**config.mk**
```make
export PLATFORM = sky130hd
export DESIGN_NAME = instr_fetch_issue_flat
export DESIGN_NICKNAME = d
export VERILOG_FILES = /design/src/rtl/instr_fetch_issue_if.sv /design/src/rtl/instr_fetch_issue.sv /design/src/flat_wrapper.sv
export SDC_FILE = /design/constraint.sdc
export NUM_CORES = 1
export LEC_CHECK = 0
export BUFFER_PORTS_ARGS = -buffer_cell sky130_fd_sc_hd__clkbuf_2
export CAP_MARGIN = 20
export CELL_PAD_IN_SITES_DETAIL_PLACEMENT = 1
export CELL_PAD_IN_SITES_GLOBAL_PLACEMENT = 2
export CORE_MARGIN = 5
export CORE_UTILIZATION = 31
export CTS_CLUSTER_SIZE = 14
export DETAILED_ROUTE_END_ITERATION = 10
export PLACE_DENSITY_LB_ADDON = 0.1
export SLEW_MARGIN = 20
export SYNTH_ARGS = -nofsm -noshare
export SYNTH_HDL_FRONTEND = slang
export SYNTH_SLANG_ARGS = --single-unit
```
**constraint.sdc**
```tcl
create_clock -name i_clk -period 5.12 [get_ports i_clk]
set_input_delay 0 -clock i_clk [delete_from_list [all_inputs] [get_ports i_clk]]
set_output_delay 0 -clock i_clk [all_outputs]
set_load 0.1 [all_outputs]
```
**src/rtl/instr_fetch_issue_if.sv**
```systemverilog
// Bundle of the fetch front end's memory, issue and branch-resolution handshakes.
// The fetch unit is the master; memory, control unit and execute stage sit on the slave side.
interface instr_fetch_issue_if;
   logic        imem_req;
   logic [31:0] imem_addr;
   logic        imem_ack;
   logic [31:0] imem_data;
   logic        instr_valid;
   logic        instr_ready;
   logic [5:0]  opcode;
   logic [4:0]  rs;
   logic [4:0]  rt;
   logic [4:0]  rd;
   logic [4:0]  shamt;
   logic [5:0]  func;
   logic [15:0] imm;
   logic [31:0] pc_out;
   logic        br_valid;
   logic        br_taken;
   logic        br_wait;

   modport master (
      output imem_req, imem_addr, instr_valid, opcode, rs, rt, rd, shamt, func, imm, pc_out, br_wait,
      input  imem_ack, imem_data, instr_ready, br_valid, br_taken
   );

   modport slave (
      input  imem_req, imem_addr, instr_valid, opcode, rs, rt, rd, shamt, func, imm, pc_out, br_wait,
      output imem_ack, imem_data, instr_ready, br_valid, br_taken
   );
endinterface

```
**src/rtl/instr_fetch_issue.sv**
```systemverilog
// Fetch-and-issue front end: fetches one word at a time, presents its MIPS fields,
// and stalls on bne until the execute stage reports the outcome.
module instr_fetch_issue #(
   parameter logic [31:0] RESET_PC   = 32'h0000_0000,
   parameter logic [5:0]  BNE_OPCODE = 6'b000101
) (
   input  logic                   i_clk,
   input  logic                   i_rst,
   input  logic                   i_en,
   instr_fetch_issue_if.master    io_bus
);

   typedef enum logic [1:0] {
      IDLE,
      FETCH,
      ISSUE,
      BRWAIT
   } state_t;

   state_t      r_state;
   state_t      w_nextState;
   logic [31:0] r_pc;
   logic [31:0] w_nextPc;
   logic [31:0] r_instr;
   logic        w_loadInstr;
   logic [31:0] w_pcPlus4;
   logic [31:0] w_brTarget;
   logic        w_imemReq;
   logic        w_instrValid;
   logic        w_brWait;

   assign w_pcPlus4  = r_pc + 32'd4;
   assign w_brTarget = w_pcPlus4 + {{14{r_instr[15]}}, r_instr[15:0], 2'b00};

   always_ff @(posedge i_clk or posedge i_rst) begin
      if (i_rst) begin
         r_state <= IDLE;
         r_pc    <= RESET_PC;
         r_instr <= 32'd0;
      end else begin
         r_state <= w_nextState;
         r_pc    <= w_nextPc;
         if (w_loadInstr) begin
            r_instr <= io_bus.imem_data;
         end
      end
   end

   // The PC only moves when an instruction retires from ISSUE or a branch resolves.
   always_comb begin
      w_nextState  = r_state;
      w_nextPc     = r_pc;
      w_loadInstr  = 1'b0;
      w_imemReq    = 1'b0;
      w_instrValid = 1'b0;
      w_brWait     = 1'b0;
      case (r_state)
         IDLE: begin
            if (i_en) begin
               w_nextState = FETCH;
            end
         end
         FETCH: begin
            w_imemReq = 1'b1;
            if (io_bus.imem_ack) begin
               w_loadInstr = 1'b1;
               w_nextState = ISSUE;
            end
         end
         ISSUE: begin
            w_instrValid = 1'b1;
            if (io_bus.instr_ready) begin
               if (r_instr[31:26] == BNE_OPCODE) begin
                  w_nextState = BRWAIT;
               end else begin
                  w_nextPc    = w_pcPlus4;
                  w_nextState = i_en ? FETCH : IDLE;
               end
            end
         end
         BRWAIT: begin
            w_brWait = 1'b1;
            if (io_bus.br_valid) begin
               w_nextPc    = io_bus.br_taken ? w_brTarget : w_pcPlus4;
               w_nextState = i_en ? FETCH : IDLE;
            end
         end
         default: begin
            w_nextState = IDLE;
         end
      endcase
   end

   assign io_bus.imem_req    = w_imemReq;
   assign io_bus.imem_addr   = r_pc;
   assign io_bus.instr_valid = w_instrValid;
   assign io_bus.br_wait     = w_brWait;
   assign io_bus.pc_out      = r_pc;
   assign io_bus.opcode      = r_instr[31:26];
   assign io_bus.rs          = r_instr[25:21];
   assign io_bus.rt          = r_instr[20:16];
   assign io_bus.rd          = r_instr[15:11];
   assign io_bus.shamt       = r_instr[10:6];
   assign io_bus.func        = r_instr[5:0];
   assign io_bus.imm         = r_instr[15:0];

endmodule
```
**src/flat_wrapper.sv**
```systemverilog
// flat-port wrapper written by rule: the top's interface ports become plain ports
module instr_fetch_issue_flat 
#(
   parameter logic [31:0] RESET_PC   = 32'h0000_0000,
   parameter logic [5:0]  BNE_OPCODE = 6'b000101
)
  (i_clk, i_rst, i_en, io_bus_imem_req, io_bus_imem_addr, io_bus_instr_valid, io_bus_opcode, io_bus_rs, io_bus_rt, io_bus_rd, io_bus_shamt, io_bus_func, io_bus_imm, io_bus_pc_out, io_bus_br_wait, io_bus_imem_ack, io_bus_imem_data, io_bus_instr_ready, io_bus_br_valid, io_bus_br_taken);
  instr_fetch_issue_if io_bus_i ();
  input  logic i_clk;
  input  logic i_rst;
  input  logic i_en;
  output wire logic [$bits(io_bus_i.imem_req)-1:0] io_bus_imem_req;
  output wire logic [$bits(io_bus_i.imem_addr)-1:0] io_bus_imem_addr;
  output wire logic [$bits(io_bus_i.instr_valid)-1:0] io_bus_instr_valid;
  output wire logic [$bits(io_bus_i.opcode)-1:0] io_bus_opcode;
  output wire logic [$bits(io_bus_i.rs)-1:0] io_bus_rs;
  output wire logic [$bits(io_bus_i.rt)-1:0] io_bus_rt;
  output wire logic [$bits(io_bus_i.rd)-1:0] io_bus_rd;
  output wire logic [$bits(io_bus_i.shamt)-1:0] io_bus_shamt;
  output wire logic [$bits(io_bus_i.func)-1:0] io_bus_func;
  output wire logic [$bits(io_bus_i.imm)-1:0] io_bus_imm;
  output wire logic [$bits(io_bus_i.pc_out)-1:0] io_bus_pc_out;
  output wire logic [$bits(io_bus_i.br_wait)-1:0] io_bus_br_wait;
  input wire logic [$bits(io_bus_i.imem_ack)-1:0] io_bus_imem_ack;
  input wire logic [$bits(io_bus_i.imem_data)-1:0] io_bus_imem_data;
  input wire logic [$bits(io_bus_i.instr_ready)-1:0] io_bus_instr_ready;
  input wire logic [$bits(io_bus_i.br_valid)-1:0] io_bus_br_valid;
  input wire logic [$bits(io_bus_i.br_taken)-1:0] io_bus_br_taken;
  assign io_bus_imem_req = io_bus_i.imem_req;
  assign io_bus_imem_addr = io_bus_i.imem_addr;
  assign io_bus_instr_valid = io_bus_i.instr_valid;
  assign io_bus_opcode = io_bus_i.opcode;
  assign io_bus_rs = io_bus_i.rs;
  assign io_bus_rt = io_bus_i.rt;
  assign io_bus_rd = io_bus_i.rd;
  assign io_bus_shamt = io_bus_i.shamt;
  assign io_bus_func = io_bus_i.func;
  assign io_bus_imm = io_bus_i.imm;
  assign io_bus_pc_out = io_bus_i.pc_out;
  assign io_bus_br_wait = io_bus_i.br_wait;
  assign io_bus_i.imem_ack = io_bus_imem_ack;
  assign io_bus_i.imem_data = io_bus_imem_data;
  assign io_bus_i.instr_ready = io_bus_instr_ready;
  assign io_bus_i.br_valid = io_bus_br_valid;
  assign io_bus_i.br_taken = io_bus_br_taken;
  instr_fetch_issue #(.RESET_PC(RESET_PC), .BNE_OPCODE(BNE_OPCODE)) u_core (.i_clk(i_clk), .i_rst(i_rst), .i_en(i_en), .io_bus(io_bus_i));
endmodule
```
==> results of run 1 <==
## cells in the final DEF, fill, tap and decap left out, types with 4 or more instances in the layout
cell type / Yosys / final
sky130_fd_sc_hd__a21o_1: 16 / 16
sky130_fd_sc_hd__dfrtp_1: 64 / 64
sky130_fd_sc_hd__nand4_1: 13 / 13
sky130_fd_sc_hd__xnor2_1: 35 / 35
sky130_fd_sc_hd__nand3_1: 23 / 23
sky130_fd_sc_hd__xor2_1: 17 / 17
sky130_fd_sc_hd__clkbuf_2: 0 / 149
sky130_fd_sc_hd__mux2_2: 33 / 33
sky130_fd_sc_hd__inv_1: 13 / 12
sky130_fd_sc_hd__a31oi_1: 6 / 6
sky130_fd_sc_hd__dlygate4sd3_1: 0 / 36
sky130_fd_sc_hd__a21oi_1: 46 / 46
sky130_fd_sc_hd__buf_4: 50 / 6
sky130_fd_sc_hd__o22ai_1: 5 / 5
sky130_fd_sc_hd__a211oi_1: 4 / 4
sky130_fd_sc_hd__nor2_1: 40 / 40
sky130_fd_sc_hd__nand2_1: 68 / 68
sky130_fd_sc_hd__nor3_1: 9 / 9
sky130_fd_sc_hd__conb_1: 1 / 4
sky130_fd_sc_hd__and3_1: 12 / 12
sky130_fd_sc_hd__o21bai_1: 4 / 4
sky130_fd_sc_hd__o21ai_0: 31 / 31
sky130_fd_sc_hd__ha_1: 37 / 37
sky130_fd_sc_hd__clkbuf_16: 0 / 9
## final timing paths
| kind | start | endpoint | cells after the start |
|---|---|---|---|
| setup reg to reg | u_core.io_bus.imem_addr[8]$_DFFE_PP0P_ | u_core.io_bus.imem_addr[30]$_DFFE_PP0P_ | 17 |
| min in group asynchronous | i_rst | u_core.io_bus.imem_addr[29]$_DFFE_PP0P_ | 4 |
| max in group asynchronous | i_rst | u_core.io_bus.imem_addr[9]$_DFFE_PP0P_ | 4 |
| hold / removal | io_bus_br_valid | u_core.r_state[1]$_DFFE_PP0P_ | 4 |
| hold reg to reg | u_core.r_instr[17]$_DFFE_PP0P_ | u_core.r_instr[17]$_DFFE_PP0P_ | 1 |
| setup / recovery | u_core.io_bus.imem_addr[8]$_DFFE_PP0P_ | u_core.io_bus.imem_addr[30]$_DFFE_PP0P_ | 17 |
## per-layer routing
layer  up-vias  global-route usage
met5         -                   0
met4         0              0.0688
met3        30              0.0336
met2       103               0.312
met1      2362               0.208
li1       2352                   -
## flip-flops by register name (all words and copies together) (netlist names)
name / cells
u_core.r_instr: 32
u_core.io_bus.imem_addr: 30
u_core.r_state: 2
## through the flow
step,hold slack (ps),setup WS (ps),util,area [µm²],cells
3_5_place_dp,238,790,0.352,5820,907
4_1_cts,113,766,0.393,6490,959
2_1_floorplan,151,657,-,5220,606
5_1_grt,145,322,0.393,6490,959
6_report,121,798,0.393,6490,959
3_3_place_gp,231,865,0.352,5820,907
## worst max-delay path: cells and delay by family, from the launching register on
family	cells	cell delay, ps
adder cells (fa/ha/maj)	1	330
AO/OA/AOI/OAI	8	1580
flip-flops	1	510
buffers and inverters	1	120
XOR/XNOR	2	390
AND/OR/NAND/NOR	5	1260
## cell type report
type / instances / area share
inverters: 13 / 0.00752
flip-flops and latches: 64 / 0.247
multi-input cells: 455 / 0.478
repair buffers: 191 / 0.177
clock inverters: 6 / 0.0104
well taps: 220 / 0.0424
clock buffers: 10 / 0.0368
## cell families after synthesis
group           share of synthesized area
flops                               0.307
buf+inv                            0.0989
mux                                0.0732
other cells                      0.000720
simple gates                        0.173
compound gates                      0.166
xor+xnor                           0.0874
fa+ha+maj                          0.0927
## repair_timing
item	CTS	global route
setup endpoints to repair	0	0
hold buffers	36	0
buffers inserted	0	0
hold endpoints to repair	97	0
gates resized for setup	0	0
==> impl_metrics.json, run 1 <==
{
  "drv.max_cap_violation_count": 0,
  "slowest_delay_ps": 510,
  "synth_edf_count": 0,
  "route.antenna.remaining_nets": 0,
  "yosys_warnings": 0,
  "postSynth.asyncResetShare": 1.00,
  "rsz_0062_raised_after_global_routing": "no",
  "cp_data_arrival_time_ps": 4530,
  "r2r_slack_ps": 800,
  "crit_path_start_kind": "register",
  "synth_top_flop_cell": "sky130_fd_sc_hd__dfrtp_1",
  "seq_area_frac_synth": 0.307,
  "critical_path_endpoint_category": "register",
  "antenna_found_initial": 0,
  "cts_max_path_buffers": 2,
  "outcome": "finished clean",
  "first_global_vias": 5223,
  "root_buffer": "sky130_fd_sc_hd__clkbuf_16",
  "top_cells_by_count_synth": "sky130_fd_sc_hd__nand2_1, sky130_fd_sc_hd__dfrtp_1, sky130_fd_sc_hd__buf_4, sky130_fd_sc_hd__a21oi_1, sky130_fd_sc_hd__nor2_1",
  "fin_setup_tns_ps": 0,
  "cts_buffers": 9,
  "die_h_um": 140,
  "num_antenna_cells": 0,
  "clk_latency_ps": 350,
  "clock_tree.htree_level_count": 3,
  "top_cell_type_s_share_of_synthesized_area": 0.307,
  "remaining_drc_errors": 0,
  "floorplan.initialDensity": 0.315,
  "synthesis.area_um2": 5210,
  "place_congestion": 0.877,
  "synth.most_common_cell": "sky130_fd_sc_hd__nand2_1",
  "detailroute.via_count": 4847,
  "grt_pass1_wl_mm": 27.7,
  "timing_worst_setup_path_type": "register to register",
  "wl_per_cell_um": 17.6,
  "detail_route.first_pass.iterations": 4,
  "groute.usage.overall": 0.175,
  "cts.reportedPaths.clkPinSlew_ps": 60,
  "area_delta_synth_final_pct": 24.5,
  "tritoncts": "done",
  "worst-path-max-fanout": 9,
  "port-buffer-count": 149,
  "period_needed_ps": 4320,
  "worst_ep_required_time_ps": 5330,
  "dr_wl_met3_um": 692,
  "die_w_um": 140,
  "finalSetupViolCount": 0,
  "met2RoutedLength_mm": 8.67,
  "core_region_area_um2": 16500,
  "synth_top_cells_by_area": "sky130_fd_sc_hd__dfrtp_1, sky130_fd_sc_hd__ha_1, sky130_fd_sc_hd__buf_4, sky130_fd_sc_hd__mux2_2, sky130_fd_sc_hd__xnor2_1",
  "postSynthAreaPerCell_um2": 8.64,
  "wirelength_met1_mm": 7.13,
  "final_hold_fails": 0,
  "worst_clock_skew_ps": 7.50,
  "routed_wirelength_mm": 16.9,
  "die_area_um2": 19500,
  "highest-signal-layer": "met4",
  "final_max_slew_viol_count": 0,
  "fin_crit_sh": 0.844,
  "number_of_standard_cell_rows_in_the_floorplan": 47,
  "pin_count_of_the_biggest_net_entering_global_routing": 65,
  "gr-total-overflow": 0,
  "area.sequential_um2": 1600,
  "synth.largest_area_cell": "sky130_fd_sc_hd__dfrtp_1",
  "cts.sink_count": 64,
  "finalNetCount": 811,
  "fmaxAchievable_mhz": 231,
  "worstPathCellList": "nand4_1 > nor2_1 > nand2_1 > nor2_1 > and3_1 > xor2_1 > ha_1 > inv_1 > o21bai_1 > a21o_1 > a21o_1 > a221o_1 > a211o_1 > a41o_1 > a21oi_1 > xor2_1 > o221ai_1",
  "max_slew_margin": 0.345,
  "worstHoldPathType": "primary input to register",
  "avgViaCountPerCell": 5.05,
  "synth.lib_cells_used.distinct": 57,
  "synth_seq_cells": 64,
  "final.fill_count": 1995,
  "drive_gt1_frac": 0.287,
  "multi_input_comb_area_um2": 3100,
  "estimated_wirelength_of_the_detail_placed_design_mm": 12.7,
  "drt_iter0_drc": 151,
  "io-pin-count": 154,
  "postSynthCellCount": 603,
  "cp_max_delay_cell": "sky130_fd_sc_hd__dfrtp_1",
  "worstMarginPinSlew_ps": 982
}
Power of run 1 is not shown: default switching activity piles up to over one toggle a cycle in this logic, so the estimate is an artifact.
==> inputs of run 2 (changes only) <==
ABC_AREA = 1   (was default)
CORE_UTILIZATION = 29   (was 31)
clock period = 4.13 ns   (was 5.12 ns; I/O delays follow)
==> run 2 against run 1 <==
Compared with the run above: synthesized cell count up 50%; maximum frequency up 22%; clock skew up 2.7 ps; register-to-register slack worse by 220 ps; area after synthesis up 19%; first-iteration DRC count up 62%; worst setup slack worse by 220 ps.
==> impl_metrics.json, run 2 <==
{
  "outcome": "finished clean",
  "cts_buffers": 9,
  "rsz_0062_raised_after_global_routing": "no",
  "synthMuxAreaShare": 0.0528,
  "worst_clock_skew_ps": 10.2,
  "max_slew_margin": 0.373,
  "fin_setup_tns_ps": 0,
  "dpl-instance-area_um2": 6860,
  "cp_data_arrival_time_ps": 3800,
  "postSynth.asyncResetShare": 1.00,
  "first_global_vias": 6565,
  "die_w_um": 156,
  "cts_max_path_buffers": 2,
  "fmaxAchievable_mhz": 281,
  "final_max_slew_viol_count": 0,
  "drt_iter0_drc": 245,
  "finalSetupViolCount": 0,
  "synth-adder-area-share": 0.0782,
  "yosys_warnings": 0,
  "clk_latency_ps": 350,
  "core_region_area_um2": 21000,
  "seq_area_frac_synth": 0.259,
  "synthSimpleGateAreaFrac": 0.321,
  "synth_edf_count": 0,
  "grt_pass1_wl_mm": 37.4,
  "post_cts_resize_count": 0,
  "synth-compound-area-share": 0.0988,
  "synth.largest_area_cell": "sky130_fd_sc_hd__dfrtp_1",
  "place_congestion": 0.862,
  "gr-total-overflow": 0,
  "port-buffer-count": 149,
  "synth_xor_area_frac": 0.0383,
  "synth_top_flop_cell": "sky130_fd_sc_hd__dfrtp_1",
  "worstMarginPinSlew_ps": 941,
  "root_buffer": "sky130_fd_sc_hd__clkbuf_16",
  "worstPathCellList": "ha_1 > nand2_1 > nor2_1 > nand2_2 > nor2_4 > nand3_4 > xor2_1 > inv_1 > ha_1 > nand2_1 > nor2_1 > inv_1 > nor3_1 > nand3_1 > nand4_1 > nand3_1 > nand2_1 > nand2_1",
  "pin_count_of_the_biggest_net_entering_global_routing": 54,
  "routed_wirelength_mm": 23.9,
  "worst-path-buf-inv": 2,
  "avgViaCountPerCell": 4.73,
  "num_antenna_cells": 0,
  "slowest_delay_ps": 550,
  "detail_route.first_pass.iterations": 4,
  "worstHoldPathCells": 5,
  "leading_cell_type_in_the_layout_fill_and_taps_excluded": "sky130_fd_sc_hd__nand2_1",
  "crit_path_start_kind": "register",
  "period_needed_ps": 3560,
  "synth.lib_cells_used.distinct": 45,
  "area_delta_synth_final_pct": 21.7,
  "timing_worst_setup_path_type": "register to register",
  "number_of_standard_cell_rows_in_the_floorplan": 53,
  "postSynthCellCount": 906,
  "tritoncts": "done",
  "max_flop_register": "u_core.r_instr",
  "drv.max_cap_violation_count": 0,
  "cts.sink_count": 64,
  "antenna_found_initial": 0,
  "groute.usage.overall": 0.198,
  "mostFrequentLayoutCells": "sky130_fd_sc_hd__nand2_1, sky130_fd_sc_hd__clkbuf_2, sky130_fd_sc_hd__inv_1",
  "finalNetCount": 1118,
  "clock_tree.htree_level_count": 3,
  "synth_top_cells_by_area": "sky130_fd_sc_hd__dfrtp_1, sky130_fd_sc_hd__nand2_1, sky130_fd_sc_hd__ha_1, sky130_fd_sc_hd__inv_1, sky130_fd_sc_hd__buf_4",
  "synthesis.area_um2": 6180,
  "die_h_um": 156,
  "worst_ep_required_time_ps": 4380,
  "synth_seq_cells": 64,
  "critical_path_endpoint_category": "register",
  "critPathTopFamily": "simple AND/OR/NAND/NOR gates",
  "synth.most_common_cell": "sky130_fd_sc_hd__nand2_1",
  "most_common_cell_type_on_the_critical_path": "sky130_fd_sc_hd__nand2_1",
  "wl_per_cell_um": 18.1,
  "remaining_drc_errors": 0,
  "postSynthAreaPerCell_um2": 6.82,
  "top_cells_by_count_synth": "sky130_fd_sc_hd__nand2_1, sky130_fd_sc_hd__inv_1, sky130_fd_sc_hd__nor2_1, sky130_fd_sc_hd__dfrtp_1, sky130_fd_sc_hd__nand3_1",
  "floorplan.initialDensity": 0.294,
  "detailroute.via_count": 6247,
  "hold_ws_ps": 21.9,
  "final.fill_count": 2744,
  "largest_reg_flops": 32,
  "drive_gt1_frac": 0.231,
  "final_area_um2": 7520,
  "io-pin-count": 154,
  "top_cell_type_s_share_of_synthesized_area": 0.259,
  "worst_r2r_path_depth": 18,
  "die_area_um2": 24300,
  "fin_crit_sh": 0.861,
  "cts.reportedPaths.clkPinSlew_ps": 70,
  "worstHoldPathType": "primary input to register",
  "final_hold_fails": 0,
  "synth_top_family_by_area": "simple AND/OR/NAND/NOR gates",
  "cp_max_delay_cell": "sky130_fd_sc_hd__dfrtp_1",
  "worst-path-max-fanout": 9,
  "route.antenna.remaining_nets": 0,
  "timing.critical_path.depth": 18,
  "estimated_wirelength_of_the_detail_placed_design_mm": 19.1
}
run 2: cell count changes in the layout (fill, tap and decap cells not counted), moves of 6 or more:
cell                      before  now
sky130_fd_sc_hd__a21o_1       16    2
sky130_fd_sc_hd__a21oi_1      46   40
sky130_fd_sc_hd__and3_1       12    0
sky130_fd_sc_hd__inv_1        12  118
sky130_fd_sc_hd__inv_2         1   11
sky130_fd_sc_hd__nand2_1      68  253
sky130_fd_sc_hd__nand2_2       0    6
sky130_fd_sc_hd__nand3_1      23   62
sky130_fd_sc_hd__nor2_1       40   71
sky130_fd_sc_hd__o21ai_0      31   21
sky130_fd_sc_hd__o21ai_1       3   20
sky130_fd_sc_hd__xnor2_1      35    5
run 2: path summary, 6_finish.rpt:
check                                                            start                                      end  slack [ps]
min in group asynchronous                                        i_rst           u_core.r_instr[15]$_DFFE_PP0P_         140
worst max register to register  u_core.io_bus.imem_addr[2]$_DFFE_PP0P_  u_core.io_bus.imem_addr[25]$_DFFE_PP0P_         570
worst min-delay path                                              i_en            u_core.r_state[0]$_DFFE_PP0P_          20
max in group asynchronous                                        i_rst            u_core.r_instr[9]$_DFFE_PP0P_        2900
worst max-delay path            u_core.io_bus.imem_addr[2]$_DFFE_PP0P_  u_core.io_bus.imem_addr[25]$_DFFE_PP0P_         570
worst min register to register          u_core.r_instr[17]$_DFFE_PP0P_           u_core.r_instr[17]$_DFFE_PP0P_         500
run 2: cells by family (layout without fill, tap and decap cells):
group           Yosys count  count (layout)
fa+ha+maj                38              38
simple gates            445             445
mux                      29              29
other cells               1               4
buf+inv                 195             332
compound gates          107             107
flops                    64              64
xor+xnor                 27              27
run 2: timing repair:
item | 4_1_cts | 5_1_grt
setup endpoints to repair | 0 | 0
hold buffers | 33 | 0
endpoints found under the hold margin | 43 | 0
buffers inserted | 0 | 0
run 2: cell type report:
class | count | area, µm² | share of cell area
multi-input combinational | 650 | 3660 | 0.486
sequential | 64 | 1600 | 0.213
timing repair buffer | 185 | 1100 | 0.146
inverter | 131 | 492 | 0.0654
tap | 275 | 344 | 0.0457
clock buffer | 10 | 239 | 0.0318
clock inverter | 6 | 90.1 | 0.0120
run 2: stage by stage:
stage               std cells  setup WS [ps]  utilization
floorplan                 909            658            -
global placement         1272            615        0.327
detailed placement       1272            530        0.327
CTS                      1321            498        0.358
global route             1321            170        0.358
finish                   1321            573        0.358
run 2: per-layer routing:
metal / GRT usage / vias up / part of all wire
met5: 0 / - / 0
li1: - / 3107 / -
met4: 0.0517 / 0 / 0.019
met3: 0.0277 / 24 / 0.035
met2: 0.348 / 130 / 0.48
met1: 0.256 / 2986 / 0.46
run 2: worst reg2reg max path, cell delays in order, from the launching register on:
cell                      delay (ps)
sky130_fd_sc_hd__dfrtp_1         550
sky130_fd_sc_hd__ha_1            260
sky130_fd_sc_hd__nand2_1         100
sky130_fd_sc_hd__nor2_1          150
sky130_fd_sc_hd__nand2_2         100
sky130_fd_sc_hd__nor2_4          170
sky130_fd_sc_hd__nand3_4         120
sky130_fd_sc_hd__xor2_1          210
sky130_fd_sc_hd__inv_1            90
sky130_fd_sc_hd__ha_1            370
sky130_fd_sc_hd__nand2_1         140
sky130_fd_sc_hd__nor2_1          180
sky130_fd_sc_hd__inv_1            90
sky130_fd_sc_hd__nor3_1          320
sky130_fd_sc_hd__nand3_1         230
sky130_fd_sc_hd__nand4_1         160
sky130_fd_sc_hd__nand3_1          80
sky130_fd_sc_hd__nand2_1          80
sky130_fd_sc_hd__nand2_1          50
Power of run 2 is left out for the same reason.
==> inputs of run 3 (changes only) <==
BUFFER_PORTS_ARGS = -buffer_cell sky130_fd_sc_hd__buf_2   (was -buffer_cell sky130_fd_sc_hd__clkbuf_2)
==> run 3 against run 2 <==
Compared with the run above: clock skew up 5.6 ps; register-to-register slack better by 50 ps; via count down 0.69%.
==> impl_metrics.json, run 3 (synthesis results as in run 2) <==
{
  "die_h_um": 156,
  "core_region_area_um2": 21000,
  "finalSetupViolCount": 0,
  "wl_per_cell_um": 18.2,
  "port-buffer-count": 149,
  "number_of_standard_cell_rows_in_the_floorplan": 53,
  "die_area_um2": 24300,
  "timing_worst_setup_path_type": "register to register",
  "leading_cell_type_in_the_layout_fill_and_taps_excluded": "sky130_fd_sc_hd__nand2_1",
  "worstHoldPathCells": 5,
  "gr-total-overflow": 0,
  "critical_path_endpoint_category": "register",
  "max_slew_margin": 0.376,
  "worst_r2r_path_depth": 18,
  "final_hold_fails": 0,
  "detailroute.via_count": 6204,
  "worstHoldEndpoint": "u_core.r_state[0]$_DFFE_PP0P_",
  "cts_buffers": 9,
  "worst-path-max-fanout": 9,
  "worstMarginPinSlew_ps": 932,
  "largest_reg_flops": 32,
  "die_w_um": 156,
  "clock_tree.htree_level_count": 3,
  "period_needed_ps": 3510,
  "worst_ep_required_time_ps": 4380,
  "floorplan.initialDensity": 0.294,
  "grt_pass1_wl_mm": 38.1,
  "rsz_0062_raised_after_global_routing": "no",
  "mostFrequentLayoutCells": "sky130_fd_sc_hd__nand2_1, sky130_fd_sc_hd__buf_2, sky130_fd_sc_hd__inv_1",
  "route.antenna.remaining_nets": 0,
  "reg2reg_to": "u_core.io_bus.imem_addr[25]$_DFFE_PP0P_",
  "fin_crit_sh": 0.849,
  "outcome": "finished clean",
  "wirelength_met1_mm": 11.2,
  "highest-signal-layer": "met4",
  "drive_gt1_frac": 0.231,
  "drt_iter0_drc": 209,
  "worstHoldPathType": "primary input to register",
  "worst_clock_skew_ps": 15.8,
  "detailedPlace.worstSlack_ps": 598,
  "fmaxAchievable_mhz": 285,
  "clk_latency_ps": 360,
  "routed_wirelength_mm": 24.1,
  "root_buffer": "sky130_fd_sc_hd__clkbuf_16",
  "cts.sink_count": 64,
  "cts.reportedPaths.clkPinSlew_ps": 70,
  "crit_path_start_kind": "register",
  "place_congestion": 0.836,
  "io-pin-count": 154,
  "cp_data_arrival_time_ps": 3760,
  "num_antenna_cells": 0,
  "fin_setup_tns_ps": 0,
  "pin_count_of_the_biggest_net_entering_global_routing": 54,
  "drv.max_cap_violation_count": 0,
  "avgViaCountPerCell": 4.70,
  "first_global_vias": 6613,
  "tritoncts": "done",
  "r2r_slack_ps": 620,
  "final.fill_count": 2744,
  "antenna_found_initial": 0,
  "met2RoutedLength_mm": 11.9,
  "estimated_wirelength_of_the_detail_placed_design_mm": 19.0,
  "detail_route.first_pass.iterations": 4,
  "groute.usage.overall": 0.202,
  "finalNetCount": 1118,
  "max_flop_register": "u_core.r_instr",
  "cts.repair_timing.setup_buffer_count": 0,
  "holdCritStartpoint": "i_en",
  "setup_slack_ps": 622,
  "final_max_slew_viol_count": 0,
  "area_delta_synth_final_pct": 22.2,
  "dr_wl_met3_um": 751,
  "remaining_drc_errors": 0,
  "crit-reg2reg-launch": "u_core.io_bus.imem_addr[2]$_DFFE_PP0P_",
  "cts_max_path_buffers": 2
}
==> run 3: changes by cell type in the layout (fill, tap and decap cells not counted) <==
cell and delta:
sky130_fd_sc_hd__bufinv_16 +1, sky130_fd_sc_hd__clkbuf_2 -149, sky130_fd_sc_hd__buf_2 +149, sky130_fd_sc_hd__clkinv_2 -1
==> run 3: worst max-delay path: stages (launching register included) <==
cell	delay [ps]
sky130_fd_sc_hd__dfrtp_1	540
sky130_fd_sc_hd__ha_1	250
sky130_fd_sc_hd__nand2_1	90
sky130_fd_sc_hd__nor2_1	140
sky130_fd_sc_hd__nand2_2	100
sky130_fd_sc_hd__nor2_4	170
sky130_fd_sc_hd__nand3_4	120
sky130_fd_sc_hd__xor2_1	220
sky130_fd_sc_hd__inv_1	90
sky130_fd_sc_hd__ha_1	370
sky130_fd_sc_hd__nand2_1	130
sky130_fd_sc_hd__nor2_1	170
sky130_fd_sc_hd__inv_1	100
sky130_fd_sc_hd__nor3_1	300
sky130_fd_sc_hd__nand3_1	230
sky130_fd_sc_hd__nand4_1	140
sky130_fd_sc_hd__nand3_1	90
sky130_fd_sc_hd__nand2_1	90
sky130_fd_sc_hd__nand2_1	50
==> run 3: area by class of cell <==
type	instances	area, µm²	area share
Sequential cell	64	1600	0.212
Tap cell	275	344	0.0456
Clock inverter	6	115	0.0152
Timing Repair Buffer	185	1100	0.146
Clock buffer	10	239	0.0317
Inverter	131	492	0.0651
Multi-Input combinational cell	650	3660	0.485
==> run 3: how the worst max path moves through the flow <==
stage	start	endpoint	cells after the start
6_report	u_core.io_bus.imem_addr[2]$_DFFE_PP0P_	u_core.io_bus.imem_addr[25]$_DFFE_PP0P_	18
5_1_grt	u_core.io_bus.imem_addr[2]$_DFFE_PP0P_	u_core.io_bus.imem_addr[25]$_DFFE_PP0P_	18
4_1_cts	u_core.io_bus.imem_addr[2]$_DFFE_PP0P_	u_core.io_bus.imem_addr[25]$_DFFE_PP0P_	18
3_5_place_dp	u_core.io_bus.imem_addr[2]$_DFFE_PP0P_	u_core.io_bus.imem_addr[25]$_DFFE_PP0P_	18
3_3_place_gp	u_core.io_bus.imem_addr[2]$_DFFE_PP0P_	u_core.io_bus.imem_addr[25]$_DFFE_PP0P_	18
2_1_floorplan	u_core.io_bus.imem_addr[2]$_DFFE_PP0P_	u_core.io_bus.imem_addr[31]$_DFFE_PP0P_	21
==> run 3: through the flow <==
stage	cells	hold slack [ps]	instance area [µm²]	utilization
2_1_floorplan	909	151	6190	-
3_3_place_gp	1272	-21.7	6860	0.327
3_5_place_dp	1272	-17.5	6860	0.327
4_1_cts	1321	8.73	7550	0.359
5_1_grt	1321	81.9	7550	0.359
6_report	1321	16.6	7550	0.359
==> run 3: layer usage <==
layer | vias to the layer above | track usage
met4 | 0 | 0.0383
met2 | 109 | 0.361
li1 | 3101 | -
met5 | - | 0
met1 | 2982 | 0.260
met3 | 12 | 0.0291
==> run 3: what timing repair did <==
item,CTS,global route
hold buffers,33,0
setup endpoints to repair,0,0
resized for setup,0,0
endpoints found under the hold margin,43,0
Power of run 3 is left out for the same reason.
